### config.mk
export PLATFORM = sky130hd
export DESIGN_NAME = binary_window_filter
export DESIGN_NICKNAME = d
export VERILOG_FILES = /design/src/rtl/binary_window_pkg.sv /design/src/rtl/bw_tag_pipe.sv /design/src/rtl/binary_window_filter.sv
export SDC_FILE = /design/constraint.sdc
export NUM_CORES = 1
export LEC_CHECK = 0
export BUFFER_PORTS_ARGS = -buffer_cell sky130_fd_sc_hd__buf_2
export CAP_MARGIN = 20
export CELL_PAD_IN_SITES_DETAIL_PLACEMENT = 0
export CELL_PAD_IN_SITES_GLOBAL_PLACEMENT = 2
export CORE_UTILIZATION = 40
export DETAILED_ROUTE_END_ITERATION = 12
export PLACE_DENSITY_LB_ADDON = 0.1
export SLEW_MARGIN = 0
export SYNTH_ARGS = -nofsm -noshare
export SYNTH_HDL_FRONTEND = slang
export SYNTH_HIERARCHICAL = 1
export SYNTH_SLANG_ARGS = --single-unit
### constraint.sdc
create_clock -name clk_in -period 6.9 [get_ports clk_in]
set_input_delay 0.69 -clock clk_in [delete_from_list [all_inputs] [get_ports clk_in]]
set_output_delay 0.69 -clock clk_in [all_outputs]
set_load 0.1 [all_outputs]
### src/rtl/binary_window_pkg.sv
// rtl/binary_window_pkg.sv - shared types and constants for the binary window filter
package binary_window_pkg;

  typedef enum logic [1:0] {MODE_MAJ, MODE_ERODE, MODE_DILATE, MODE_THRESH} mode_e;
  typedef enum logic [1:0] {IDLE, ISSUE, DRAIN, DONE} state_e;

  localparam int EDGE_CONST     = 0;
  localparam int EDGE_REPLICATE = 1;

  function automatic int window_taps(input int radius);
    return (2 * radius + 1) * (2 * radius + 1);
  endfunction

endpackage

### src/rtl/bw_tag_pipe.sv
// rtl/bw_tag_pipe.sv - fixed-depth shift register carrying read tags alongside source reads
module bw_tag_pipe #(
  parameter int DEPTH = 2,
  parameter int TAG_W = 8
) (
  input  logic             clk_i,
  input  logic             rst_ni,
  input  logic [TAG_W-1:0] tag_i,
  output logic [TAG_W-1:0] tag_o
);

  logic [TAG_W-1:0] stage_q [DEPTH];

  always_ff @(posedge clk_i or negedge rst_ni) begin
    if (!rst_ni) begin
      for (int i = 0; i < DEPTH; i++) stage_q[i] <= '0;
    end else begin
      stage_q[0] <= tag_i;
      for (int i = 1; i < DEPTH; i++) stage_q[i] <= stage_q[i-1];
    end
  end

  assign tag_o = stage_q[DEPTH-1];

endmodule

### src/rtl/binary_window_filter.sv
// rtl/binary_window_filter.sv - KxK binary window filter: tap address generator, accumulator, FSM
module binary_window_filter
  import binary_window_pkg::*;
#(
  parameter int WIDTH        = 480,
  parameter int HEIGHT       = 480,
  parameter int RADIUS       = 1,
  parameter int READ_LATENCY = 2,
  parameter int EDGE_MODE    = EDGE_CONST,
  parameter int EDGE_VALUE   = 0,
  localparam int K      = 2 * RADIUS + 1,
  localparam int KK     = window_taps(RADIUS),
  localparam int ADDR_W = $clog2(WIDTH * HEIGHT),
  localparam int CNT_W  = $clog2(KK + 1)
) (
  input  logic              clk_in,
  input  logic              rst_n_in,
  input  logic              start_in,
  input  logic [1:0]        mode_in,
  input  logic [CNT_W-1:0]  thresh_in,
  output logic [ADDR_W-1:0] src_addr_out,
  input  logic              src_data_in,
  output logic [ADDR_W-1:0] dst_addr_out,
  output logic              dst_data_out,
  output logic              dst_valid_out,
  output logic              busy_out,
  output logic              done_out
);

  localparam int XW    = $clog2(WIDTH + 1);
  localparam int YW    = $clog2(HEIGHT + 1);
  localparam int TW    = $clog2(K + 1);
  // Signed tap coordinates need room for -R and (size-1)+R without wrapping.
  localparam int CW    = $clog2(WIDTH + 2 * RADIUS + 1) + 1;
  localparam int CH    = $clog2(HEIGHT + 2 * RADIUS + 1) + 1;
  localparam int TAG_W = ADDR_W + 3;
  localparam logic [ADDR_W-1:0] LAST_ADDR = ADDR_W'(WIDTH * HEIGHT - 1);

  state_e state_q, state_d;
  mode_e  mode_q;
  logic [CNT_W-1:0]  thresh_q;
  logic [XW-1:0]     px_q;
  logic [YW-1:0]     py_q;
  logic [TW-1:0]     tx_q, ty_q;
  logic [ADDR_W-1:0] pix_addr_q;
  logic [ADDR_W-1:0] src_addr_q;
  logic [TAG_W-1:0]  iss_tag_q, ret_tag;
  logic [CNT_W-1:0]  ones_q, ones_sum;
  logic [ADDR_W-1:0] dst_addr_q;
  logic              dst_data_q, dst_valid_q;

  logic signed [CW-1:0] tap_x;
  logic signed [CH-1:0] tap_y;
  logic [XW-1:0]     cx;
  logic [YW-1:0]     cy;
  logic              x_oob, y_oob;
  logic [ADDR_W-1:0] tap_addr;
  logic              last_tap, last_pixel;
  logic              ret_valid, ret_oob, ret_last, tap_bit, decide;
  logic [ADDR_W-1:0] ret_addr;

  assign tap_x = $signed(CW'(px_q)) + $signed(CW'(tx_q)) - $signed(CW'(RADIUS));
  assign tap_y = $signed(CH'(py_q)) + $signed(CH'(ty_q)) - $signed(CH'(RADIUS));

  always_comb begin
    x_oob = 1'b0;
    cx    = XW'(tap_x);
    if (tap_x[CW-1]) begin
      x_oob = 1'b1;
      cx    = '0;
    end else if (tap_x > $signed(CW'(WIDTH - 1))) begin
      x_oob = 1'b1;
      cx    = XW'(WIDTH - 1);
    end
  end

  always_comb begin
    y_oob = 1'b0;
    cy    = YW'(tap_y);
    if (tap_y[CH-1]) begin
      y_oob = 1'b1;
      cy    = '0;
    end else if (tap_y > $signed(CH'(HEIGHT - 1))) begin
      y_oob = 1'b1;
      cy    = YW'(HEIGHT - 1);
    end
  end

  assign tap_addr   = ADDR_W'(cy) * ADDR_W'(WIDTH) + ADDR_W'(cx);
  assign last_tap   = (tx_q == TW'(K - 1)) && (ty_q == TW'(K - 1));
  assign last_pixel = (px_q == XW'(WIDTH - 1)) && (py_q == YW'(HEIGHT - 1));

  // Address generator: one tap per cycle, raster over pixels, row-major over taps.
  always_ff @(posedge clk_in or negedge rst_n_in) begin
    if (!rst_n_in) begin
      mode_q     <= MODE_MAJ;
      thresh_q   <= '0;
      px_q       <= '0;
      py_q       <= '0;
      tx_q       <= '0;
      ty_q       <= '0;
      pix_addr_q <= '0;
      src_addr_q <= '0;
      iss_tag_q  <= '0;
    end else begin
      iss_tag_q <= '0;
      if (state_q == IDLE && start_in) begin
        mode_q     <= mode_e'(mode_in);
        thresh_q   <= thresh_in;
        px_q       <= '0;
        py_q       <= '0;
        tx_q       <= '0;
        ty_q       <= '0;
        pix_addr_q <= '0;
      end else if (state_q == ISSUE) begin
        src_addr_q <= tap_addr;
        iss_tag_q  <= {1'b1, x_oob | y_oob, last_tap, pix_addr_q};
        if (tx_q == TW'(K - 1)) begin
          tx_q <= '0;
          if (ty_q == TW'(K - 1)) begin
            ty_q       <= '0;
            pix_addr_q <= pix_addr_q + ADDR_W'(1);
            if (px_q == XW'(WIDTH - 1)) begin
              px_q <= '0;
              py_q <= last_pixel ? '0 : py_q + YW'(1);
            end else begin
              px_q <= px_q + XW'(1);
            end
          end else begin
            ty_q <= ty_q + TW'(1);
          end
        end else begin
          tx_q <= tx_q + TW'(1);
        end
      end
    end
  end

  bw_tag_pipe #(
    .DEPTH (READ_LATENCY),
    .TAG_W (TAG_W)
  ) u_tag_pipe (
    .clk_i  (clk_in),
    .rst_ni (rst_n_in),
    .tag_i  (iss_tag_q),
    .tag_o  (ret_tag)
  );

  assign ret_valid = ret_tag[ADDR_W+2];
  assign ret_oob   = ret_tag[ADDR_W+1];
  assign ret_last  = ret_tag[ADDR_W];
  assign ret_addr  = ret_tag[ADDR_W-1:0];

  assign tap_bit  = (EDGE_MODE == EDGE_CONST && ret_oob) ? 1'(EDGE_VALUE) : src_data_in;
  assign ones_sum = ones_q + CNT_W'(tap_bit);

  always_comb begin
    decide = 1'b0;
    case (mode_q)
      MODE_MAJ:    decide = ones_sum > CNT_W'(KK / 2);
      MODE_ERODE:  decide = ones_sum == CNT_W'(KK);
      MODE_DILATE: decide = ones_sum != '0;
      default:     decide = ones_sum >= thresh_q;
    endcase
  end

  // ones_q is cleared after each pixel's last tap, so it restarts at the next first tap.
  always_ff @(posedge clk_in or negedge rst_n_in) begin
    if (!rst_n_in) begin
      ones_q      <= '0;
      dst_addr_q  <= '0;
      dst_data_q  <= 1'b0;
      dst_valid_q <= 1'b0;
    end else begin
      dst_valid_q <= 1'b0;
      if (ret_valid) begin
        if (ret_last) begin
          ones_q      <= '0;
          dst_addr_q  <= ret_addr;
          dst_data_q  <= decide;
          dst_valid_q <= 1'b1;
        end else begin
          ones_q <= ones_sum;
        end
      end
    end
  end

  always_ff @(posedge clk_in or negedge rst_n_in) begin
    if (!rst_n_in) state_q <= IDLE;
    else           state_q <= state_d;
  end

  always_comb begin
    state_d = state_q;
    case (state_q)
      IDLE:    if (start_in) state_d = ISSUE;
      ISSUE:   if (last_tap && last_pixel) state_d = DRAIN;
      DRAIN:   if (dst_valid_q && dst_addr_q == LAST_ADDR) state_d = DONE;
      DONE:    state_d = IDLE;
      default: state_d = IDLE;
    endcase
  end

  always_comb begin
    busy_out = (state_q == ISSUE) || (state_q == DRAIN);
    done_out = (state_q == DONE);
  end

  assign src_addr_out  = src_addr_q;
  assign dst_addr_out  = dst_addr_q;
  assign dst_data_out  = dst_data_q;
  assign dst_valid_out = dst_valid_q;

endmodule

Word level (Yosys, flattened, before mapping):

Cells that the tools add are included.

* word-level logic and storage cells: 108
* output and inout port bits: 40
* memories: 0
* bits in registers: 153
* bits in latches: 0
* RAM bits: 0
* memory bits (read-only): 0

* $mul: 1
* shift-type cells: 0
* equal/unequal tests: 14
* muxes and demuxes: 41
* bitwise logic cells: 2
* add/sub/neg operators: 11
* div/mod/pow operators: 0
* order comparisons: 4
* reduce and logical (&&, ||, !) cells: 19

Operators by type and width (count)
* $mux W9: 15
* $mux W18: 4
* $mux W21: 2
* $add A9 B2 Y10: 2
* $gt A10 B10 Y1 const B: 2
* $mux W2: 10
* $sub A10 B2 Y10 const B: 2
* $add A18 B1 Y18 const B: 1
* $add A18 B9 Y18: 1
* $add A9 B1 Y9 const B: 2
* $eq A18 B18 Y1 const B: 1
* $eq A9 B9 Y1 const B: 2
* $mul A9 B4 Y13 const B: 1
* $eq A2 B2 Y1 const B: 5
* $pmux W2 S4: 1
* $reduce_bool A2 Y1: 4
* $mux W1: 7
* $reduce_and A2 Y1: 3
* $reduce_and A3 Y1: 2
* $logic_and A1 B1 Y1: 5
* $add A2 B1 Y2 const B: 2
* $add A4 B1 Y4: 1
* $eq A2 B1 Y1 const B: 2
* $eq A4 B4 Y1 const B: 1
* other kinds (12): 14

Logic depth before layout (Yosys ltp):

Gate-level depths: netlist of the first run.

* depth in word-level cells: 8
* gate-level depth with buffers: 28
* mapped depth without buffers: 27

By module:

The synthesis of the first run kept the hierarchy.

By module, submodules not included
* binary_window_filter: seq. area each 2777.7 um^2, cells an instance 758, area each 7199.4 um^2, instances 1
* bw_tag_pipe: seq. area each 1051.0 um^2, cells an instance 63, area each 1208.7 um^2, instances 1

Worst setup path after synthesis of the first run:

OpenSTA, ideal clock, no wires.

* path type: reg-to-reg
* from: register ty_q[1]
* to: register src_addr_q[15], in the netlist src_addr_out[15]
* arrival: 5.799 ns
* library setup time: 0.125 ns
* buffers on the path: 1
* setup slack: 0.976 ns
* cell stages (with the launch flop): 27
* required time: 6.775 ns
* cells stage by stage: dfrtp_1 inv_1 ha_1 inv_1 ha_1 inv_1 fa_1 nor2b_4 o21ai_2 a21boi_2 o41ai_1 nor2_1 nor3_1 clkbuf_1 nor3_1 ha_1 ha_1 o311a_1 fa_1 inv_1 ha_1 a21oi_1 nand2b_1 nor4_1 nand2_1 xnor2_1 mux2_2

* longest elaborated chain between the ends: 7

RTL lines
* start: declaration: RTL line binary_window_filter.sv:44 `logic [TW-1:0] tx_q, ty_q;`
* start signal: assignment: RTL line binary_window_filter.sv:130 `ty_q <= ty_q + TW'(1);`
* $add A9 B2 Y10 (*): RTL line binary_window_filter.sv:63 `assign tap_y = $signed(CH'(py_q)) + $signed(CH'(ty_q)) - $signed(CH'(RADIUS));`
* $sub A10 B2 Y10 (*): RTL line binary_window_filter.sv:63
* $gt A10 B10 Y1: RTL line binary_window_filter.sv:83 `end else if (tap_y > $signed(CH'(HEIGHT - 1))) begin`
* $mux W9: RTL line binary_window_filter.sv:83
* $mux W9 (*): RTL line binary_window_filter.sv:80 `if (tap_y[CH-1]) begin`
* $mul A9 B4 Y13 (*): RTL line binary_window_filter.sv:89 `assign tap_addr = ADDR_W'(cy) * ADDR_W'(WIDTH) + ADDR_W'(cx);`
* $add A18 B9 Y18 (*): RTL line binary_window_filter.sv:89
* end signal: assignment: RTL line binary_window_filter.sv:116 `src_addr_q <= tap_addr;`
* end: declaration: RTL line binary_window_filter.sv:46 `logic [ADDR_W-1:0] src_addr_q;`

Every way passes the cells marked *; elsewhere a longest branch is shown, timed or not.
A chain may end at the register's enable or synchronous reset.

Worst setup path after layout of the first run:

Ends and elaborated chain as after synthesis.

==> results.toml, run 1 <==
[die]
core_mm2 = 0.02043
row_count = 52
die_h_um = 147.0
die-area_mm2 = 0.02160
io_pins = 50
die_w_um = 147.0
start_util = 0.4116

[cells_and_area]
layout_commonest_cell = "dfrtp_1"
num-nets-final = 940
fillers = 1947
area_growth_pct = 12.38
layout-drive-gt1-share = 0.1511
layout_common_cells = "dfrtp_1, inv_1, nor2_1"
diodes = 0

[routing]
wl_per_cell_um = 15.05
route.detailed.drc = 0
dr.pass1.iters = 6
finalWirelength_um = 17110
via_per_inst = 5.092
vias = 5790
first_iter_violations = 216
antenna_left = 0

[logic_synthesis]
syn-num-nets = 907
ys_seq_area_frac = 0.4554
synthArstFlopShare = 1.000
syn_area_mm2 = 0.008408
synth-seq-cells = 153
synth_cell_types = 68
avgSynthCellArea_um2 = 10.24
yosys_warnings = 6
synth_edf_count = 0
synthCells = 821
synth_flop_cell = "dfrtp_1"

[critical_path]
arrival_ns = 6.74
reg2reg_depth = 26
worstPathRequired_ns = 7.21
cpMostUsedCell = "ha_1"
crit_type = "flop to flop"
critical-path-top-delay-family = "adder cells"
crit_cells = 26
max_stage_delay_ns = 0.48
critPathLaunchType = "flop"
critPathSlowestCell = "or3_1"
path_buf_inv = 4
worstPathMaxFanout = 8
end_kind = "flop"

[sta]
fmax_mhz = 155.6
worst_pin_slew_ns = 0.8379
finalHoldViolCount = 0
finClkSkew_ns = 0.01257
rsz0062_at_grt = "no"
slew_viol_final = 0
timing.final.crit_share = 0.9315
finalSetupTns_ns = 0
slew_headroom = 0.4400
finalSetupViolCount = 0
period_minus_slack_ns = 6.427

[global_routing]
grt_pass1_vias = 5943
grtUsageTotal = 0.1715
grt_overflow = 0
grt_max_degree = 88
grt_antenna_before_repair = 0
grt_pass1_wl_um = 29500

[clocking]
cts_setup_buffers = 0
path_clk_slew_ns = 0.07
cts_made_buffers = 17
tritoncts = "yes"
post_cts_resized = 0
cts_root_buf = "clkbuf_16"
htreeDepth = 4
cts_hold_buf = 0
cts_buffer_depth = 2
cts_sinks = 153
clock_latency_ns = 0.42

[place]
port_buffers = 49
hpwl_um = 12490
gp_congestion = 0.8023

[status]
outcome = "complete, no violations"

[job]
maxCapViolations = 0

[hold_path]
hold_class = "input pin to async pin"
synth_stat cells, types with 5 or more instances:
library cell	count	area share
dfrtp_1	153	0.46
inv_1	77	0.034
nor2_1	69	0.031
ha_1	65	0.097
nand2_1	40	0.018
xnor2_1	40	0.042
o21ai_0	38	0.023
a21oi_1	37	0.022
mux2_2	28	0.037
buf_4	21	0.019
nand3_1	21	0.012
and3_1	20	0.015
xor2_1	20	0.021
clkbuf_1	19	0.0085
nand4_1	15	0.011
nand2b_1	13	0.0097
nor3_1	13	0.0077
or3_1	13	0.0097
fa_1	11	0.026
o21a_1	9	0.0080
a21o_1	7	0.0062
a211oi_1	6	0.0054
nor4_1	6	0.0045
a32oi_1	5	0.0052
nor2b_1	5	0.0037
sequential cells by signal, indices dropped and copies added (netlist names), 9 cells and up:
register / flops
dst_addr_out: 18
iss_tag_q: 21
pix_addr_q: 18
px_q: 9
py_q: 9
src_addr_out: 18
u_tag_pipe/stage_q: 21
u_tag_pipe/tag_o: 21
per-stage QoR:
| step | setup WS, ns | util | cell area (um^2) | std cells | hold WS [ns] |
|---|---|---|---|---|---|
| after floorplan | 0.9758 | - | 8408 | 821 | 0.3312 |
| after global placement | 0.6062 | 0.4314 | 8813 | 1105 | 0.3312 |
| final | 0.4725 | 0.4625 | 9449 | 1137 | 0.3280 |
| after CTS | 0.3647 | 0.4617 | 9433 | 1137 | 0.3450 |
| after detailed placement | 0.4106 | 0.4314 | 8813 | 1105 | 0.3347 |
| after global routing | 0.01384 | 0.4625 | 9449 | 1137 | 0.3510 |
area by class of cell:
type	instances	area, um^2	area share
timing repair buffer	56	304.0	0.03218
multi-input combinational	549	4070	0.4307
sequential	153	3829	0.4052
clock inverter	15	193.9	0.02052
tap	270	337.8	0.03575
clock buffer	17	425.4	0.04502
inverter	77	289.0	0.03059
layer usage:
layer / track usage / part of all wire / vias up
li1: - / - / 2881
met1: 0.2163 / 0.47 / 2824
met2: 0.3057 / 0.50 / 71
met3: 0.02919 / 0.026 / 14
met4: 0.04021 / 0.0077 / 0
met5: 0 / 0 / -
cell families after synthesis:
group,count (synthesis),synth area share
AO/OA/AOI/OAI,146,0.1129
XOR/XNOR,60,0.06250
adder cells (fa/ha/maj),79,0.1265
buffers and inverters,119,0.06280
flip-flops,153,0.4554
multiplexers,30,0.03988
AND/OR/NAND/NOR,234,0.1400
worst reg2reg max path, stage by stage, from the launching register on:
cell and delay [ns]:
dfrtp_1 0.41, inv_1 0.08, ha_1 0.28, inv_1 0.06, ha_1 0.20, inv_1 0.07
fa_1 0.47, nor2b_4 0.16, o21a_1 0.14, o21ai_1 0.10, a211oi_1 0.35, nor2_1 0.17
or3_1 0.48, a21oi_1 0.22, ha_1 0.25, ha_1 0.40, o311ai_0 0.23, o311a_1 0.21
fa_1 0.48, inv_1 0.04, ha_1 0.30, a21oi_1 0.10, nand2b_1 0.18, nor4_2 0.44
nand2_1 0.12, xnor2_1 0.14, mux2_2 0.26
worst paths after layout:
kind / startpoint / endpoint / slack, ns
setup reg to reg: ty_q[1] / src_addr_out[15] / 0.47
max in group asynchronous: rst_n_in / iss_tag_q[12] / 5.24
hold reg to reg: u_tag_pipe/stage_q[31] / u_tag_pipe/tag_o[10] / 0.34
min in group clk_in: u_tag_pipe/stage_q[31] / u_tag_pipe/tag_o[10] / 0.34
hold / removal: rst_n_in / ones_q[3] / 0.33
setup / recovery: ty_q[1] / src_addr_out[15] / 0.47
Power of run 1 is left out: the tool's default activity adds up to more than one toggle a clock period on the data nets, which glitch-free logic cannot reach.
==> run 2, diff against run 1 <==
- ABC_AREA: default -> 1
- CORE_UTILIZATION: 40 -> 37
- MAX_ROUTING_LAYER: default -> met4
==> results.toml, run 2 <==
[cells_and_area]
layout-drive-gt1-share = 0.1048
area_growth_pct = 11.75
num-nets-final = 1181
layout_common_cells = "nand2_1, inv_1, dfrtp_1"
diodes = 0
layout_commonest_cell = "nand2_1"

[routing]
first_iter_violations = 284
antenna_left = 0
vias = 6397
via_per_inst = 4.505
dr.pass1.iters = 7
route.detailed.drc = 0
finalWirelength_um = 18650
wl_per_cell_um = 13.14

[logic_synthesis]
synth_flop_cell = "dfrtp_1"
synthCells = 1059
avgSynthCellArea_um2 = 8.194
synth-seq-cells = 153
ys_seq_area_frac = 0.4412
synth-xor-area-share = 0.01817
synthMuxAreaShare = 0
synth_top_cells_by_count = "nand2_1, inv_1, dfrtp_1"
syn-num-nets = 1145
synth-simple-area-share = 0.2575
synth_edf_count = 0
synth_top_family_by_area = "simple AND/OR/NAND/NOR gates"
synthArstFlopShare = 1.000
synth.largest_area_cell = "dfrtp_1"
synth_most_common_cell = "nand2_1"
synthAdderAreaFrac = 0.1191
yosys.area.top_type_share = 0.4412
synth_compound_area_frac = 0.06604
netlist_top_cells_area = "dfrtp_1, nand2_1, ha_1"
syn_area_mm2 = 0.008677
yosys_warnings = 6
synth_cell_types = 48

[global_routing]
grt_max_degree = 82
grt_pass1_vias = 6285
grtUsageTotal = 0.1751
grt_overflow = 0
grt_pass1_wl_um = 32240
grt_antenna_before_repair = 0

[die]
row_count = 55
start_util = 0.3798
die_w_um = 155.1
core_mm2 = 0.02285
die_h_um = 155.1
die-area_mm2 = 0.02407
io_pins = 50

[critical_path]
worstPathMaxFanout = 10
r2r_setup_slack_ns = 1.36
reg2reg_depth = 36
r2r-end = "src_addr_out[15]"
arrival_ns = 5.85
crit_end = "src_addr_out[15]"
crit_start = "ty_q[1]"
cpMostUsedCell = "nand2_1"
timing.rr.start = "ty_q[1]"
critPathSlowestCell = "fa_1"
worstPathRequired_ns = 7.21
end_kind = "flop"
crit_type = "flop to flop"
max_stage_delay_ns = 0.49
critPathLaunchType = "flop"

[sta]
finalHoldViolCount = 0
fmax_mhz = 180.4
slew_viol_final = 0
setup_slack_ns = 1.358
period_minus_slack_ns = 5.542
finalSetupViolCount = 0
finClkSkew_ns = 0.01452
finalSetupTns_ns = 0
worst_pin_slew_ns = 0.9177
slew_headroom = 0.3875
timing.final.crit_share = 0.8032
rsz0062_at_grt = "no"

[clocking]
clock_latency_ns = 0.43
cts_setup_buffers = 0
cts_buffer_depth = 2
path_clk_slew_ns = 0.07
cts_root_buf = "clkbuf_16"
cts_sinks = 153
tritoncts = "yes"
cts_hold_buf = 0
htreeDepth = 4
cts_made_buffers = 17
post_cts_resized = 0

[job]
maxCapViolations = 0

[place]
port_buffers = 49
hpwl_um = 13970
gp_congestion = 0.7683
pre_cts_slack_ns = 1.322

[hold_path]
hold_class = "input pin to async pin"

[status]
outcome = "complete, no violations"
[run 2: changes by cell type in the layout (fill, tap and decap cells not counted), sizes merged, moves of 7 or more]
cell    change
inv        +88
or3        -13
nand2     +268
xnor2      -35
xor2        -7
o21a        -8
nand2b     -13
nor2       +18
and3       -19
mux2       -28
nand3      +45
[run 2: logic make-up (layout without fill, tap and decap cells)]
logic type,after synthesis,after routing
fa+ha+maj,76,76
compound gates,104,104
flops,153,153
buf+inv,201,249
simple gates,507,507
xor+xnor,18,18
[run 2: metrics by stage]
stage	utilization	hold WS (ns)	area, um^2	instances
6_report	0.4244	0.2838	9697	1420
5_1_grt	0.4244	0.3436	9697	1420
4_1_cts	0.4232	0.3133	9669	1419
3_5_place_dp	0.3988	0.3347	9111	1388
3_3_place_gp	0.3988	0.3316	9111	1388
2_1_floorplan	-	0.3312	8677	1059
[run 2: worst min-delay path by stage]
stage / startpoint / endpoint / slack [ns] / depth (start not counted)
2_1_floorplan: iss_tag_q[0] / u_tag_pipe/stage_q[21] / 0.33 / 0
3_3_place_gp: iss_tag_q[5] / u_tag_pipe/stage_q[26] / 0.33 / 0
3_5_place_dp: iss_tag_q[5] / u_tag_pipe/stage_q[26] / 0.33 / 0
4_1_cts: rst_n_in / dst_addr_out[4] / 0.31 / 1
5_1_grt: rst_n_in / u_tag_pipe/tag_o[5] / 0.34 / 1
6_report: rst_n_in / u_tag_pipe/tag_o[5] / 0.28 / 1
[run 2: final cells by class]
cell class                      count  area, um^2
Multi-Input combinational cell    705        3999
Sequential cell                   153        3829
Clock buffer                       17       425.4
Tap cell                          313       391.6
Clock inverter                     14       132.6
Fill cell                        2340       13150
Inverter                          166       625.6
Timing Repair Buffer               52       294.0
[run 2: worst max-delay path: cells and delay by family, from the launching register on]
kind	cells	cell delay (ns)
DFF	1	0.37
and+or+nand+nor	24	2.54
adders and majority gates	7	2.18
buffers and inverters	5	0.33
[run 2: routing by layer]
metal	track usage	up-vias	routed length (um)
li1	-	3396	-
met1	0.2229	2927	9243
met2	0.2906	60	8947
met3	0.02117	14	255
met4	0.05563	0	208
met5	-	-	0
Power of run 2 is left out for the same reason.
==> run 3, diff against run 2 <==
- clock period: 6.9 -> 5.55 ns (I/O delays scaled with it)
==> results.toml, run 3 (synthesis gave the netlist of run 2 again) <==
[status]
outcome = "complete, no violations"

[sta]
finalSetupTns_ns = 0
finalHoldViolCount = 0
slew_viol_final = 0
finClkSkew_ns = 0.01493
period_minus_slack_ns = 5.068
rsz0062_at_grt = "no"
finalSetupViolCount = 0
timing.final.crit_share = 0.9132
fmax_mhz = 197.3
slew_headroom = 0.3742
worst_pin_slew_ns = 0.9377

[routing]
dr.pass1.iters = 4
finalWirelength_um = 18920
antenna_left = 0
vias = 6481
route.detailed.drc = 0
met2_length_um = 8983
via_per_inst = 4.548
wl_per_cell_um = 13.28
top_layer = "met4"
wl_met1_um = 9369
wl_met3_um = 310
first_iter_violations = 283

[critical_path]
max_stage_delay_ns = 0.48
r2r_setup_slack_ns = 0.48
end_kind = "flop"
worstPathMaxFanout = 6
arrival_ns = 5.37
critical-path-top-delay-family = "simple AND/OR/NAND/NOR gates"
crit_type = "flop to flop"
timing.rr.start = "py_q[1]"
reg2reg_depth = 36
r2r-end = "src_addr_out[15]"
critPathLaunchType = "flop"
critPathSlowestCell = "fa_1"
path_buf_inv = 6
worstPathRequired_ns = 5.85
cpMostUsedCell = "nand2_1"

[job]
maxCapViolations = 0

[global_routing]
grt_pass1_wl_um = 32350
grt_max_degree = 83
grt_antenna_before_repair = 0
grt_pass1_vias = 6371
grt_overflow = 0
grtUsageTotal = 0.1753

[hold_path]
hold_class = "input pin to async pin"

[die]
die-area_mm2 = 0.02407
io_pins = 50
die_h_um = 155.1
die_w_um = 155.1
row_count = 55
start_util = 0.3798
core_mm2 = 0.02285

[clocking]
clock_latency_ns = 0.42
path_clk_slew_ns = 0.07
tritoncts = "yes"
htreeDepth = 4
cts_root_buf = "clkbuf_16"
cts_made_buffers = 17
cts_buffer_depth = 2
cts_sinks = 153

[cells_and_area]
num-nets-final = 1186
final_util = 0.4302
layout-drive-gt1-share = 0.1295
fillers = 2377
layout_common_cells = "nand2_1, inv_1, dfrtp_1"
layout_commonest_cell = "nand2_1"
fin_cells = 1425
seq_area_mm2 = 0.003829
diodes = 0
multi_input_area_mm2 = 0.004116
area_growth_pct = 13.27

[place]
port_buffers = 49
gp_congestion = 0.7678
dpl.cell_count = 1390
hpwl_um = 14090
-- run 3: changes by cell type in the layout (fill, tap and decap cells not counted), moves of 4 or more --
cell and delta:
nand2_1 -5, buf_4 +6, nor2_1 -6, ha_1 -4
nand2_2 +5
-- run 3: area by class of cell --
type | instances | area share
Sequential cell | 153 | 0.3896
Multi-Input combinational cell | 705 | 0.4188
Timing Repair Buffer | 57 | 0.03170
Inverter | 166 | 0.06365
Clock inverter | 14 | 0.01311
Clock buffer | 17 | 0.04328
Tap cell | 313 | 0.03985
-- run 3: what timing repair did --
action	in CTS	in global routing
resized for setup	0	28
buffers inserted	0	4
setup endpoints to repair	0	7
hold buffers	0	0
hold endpoints to repair	0	0
-- run 3: metal layers --
layer | global-route usage | vias to the layer above
li1 | - | 3393
met1 | 0.2257 | 3007
met2 | 0.2917 | 67
met3 | 0.02089 | 14
met4 | 0.04762 | 0
met5 | - | -
-- run 3: worst max path at each step --
stage | start | endpoint | depth (start not counted)
2_1_floorplan | ty_q[1] | src_addr_out[17] | 36
3_3_place_gp | ty_q[1] | src_addr_out[17] | 36
3_5_place_dp | ty_q[1] | src_addr_out[17] | 36
4_1_cts | ty_q[1] | src_addr_out[15] | 36
5_1_grt | py_q[1] | src_addr_out[17] | 37
6_report | py_q[1] | src_addr_out[15] | 36
-- run 3: stage by stage --
step           cell area (um^2)  worst slack, ns  hold WS, ns
3_3_place_gp               9126           0.1194       0.3324
6_report                   9828           0.4817       0.1679
5_1_grt                    9828        0.0008717       0.2380
4_1_cts                    9681         0.004379       0.2118
2_1_floorplan              8677           0.4668       0.2594
3_5_place_dp               9126          0.03855       0.3347
Power of run 3 is left out for the same reason.
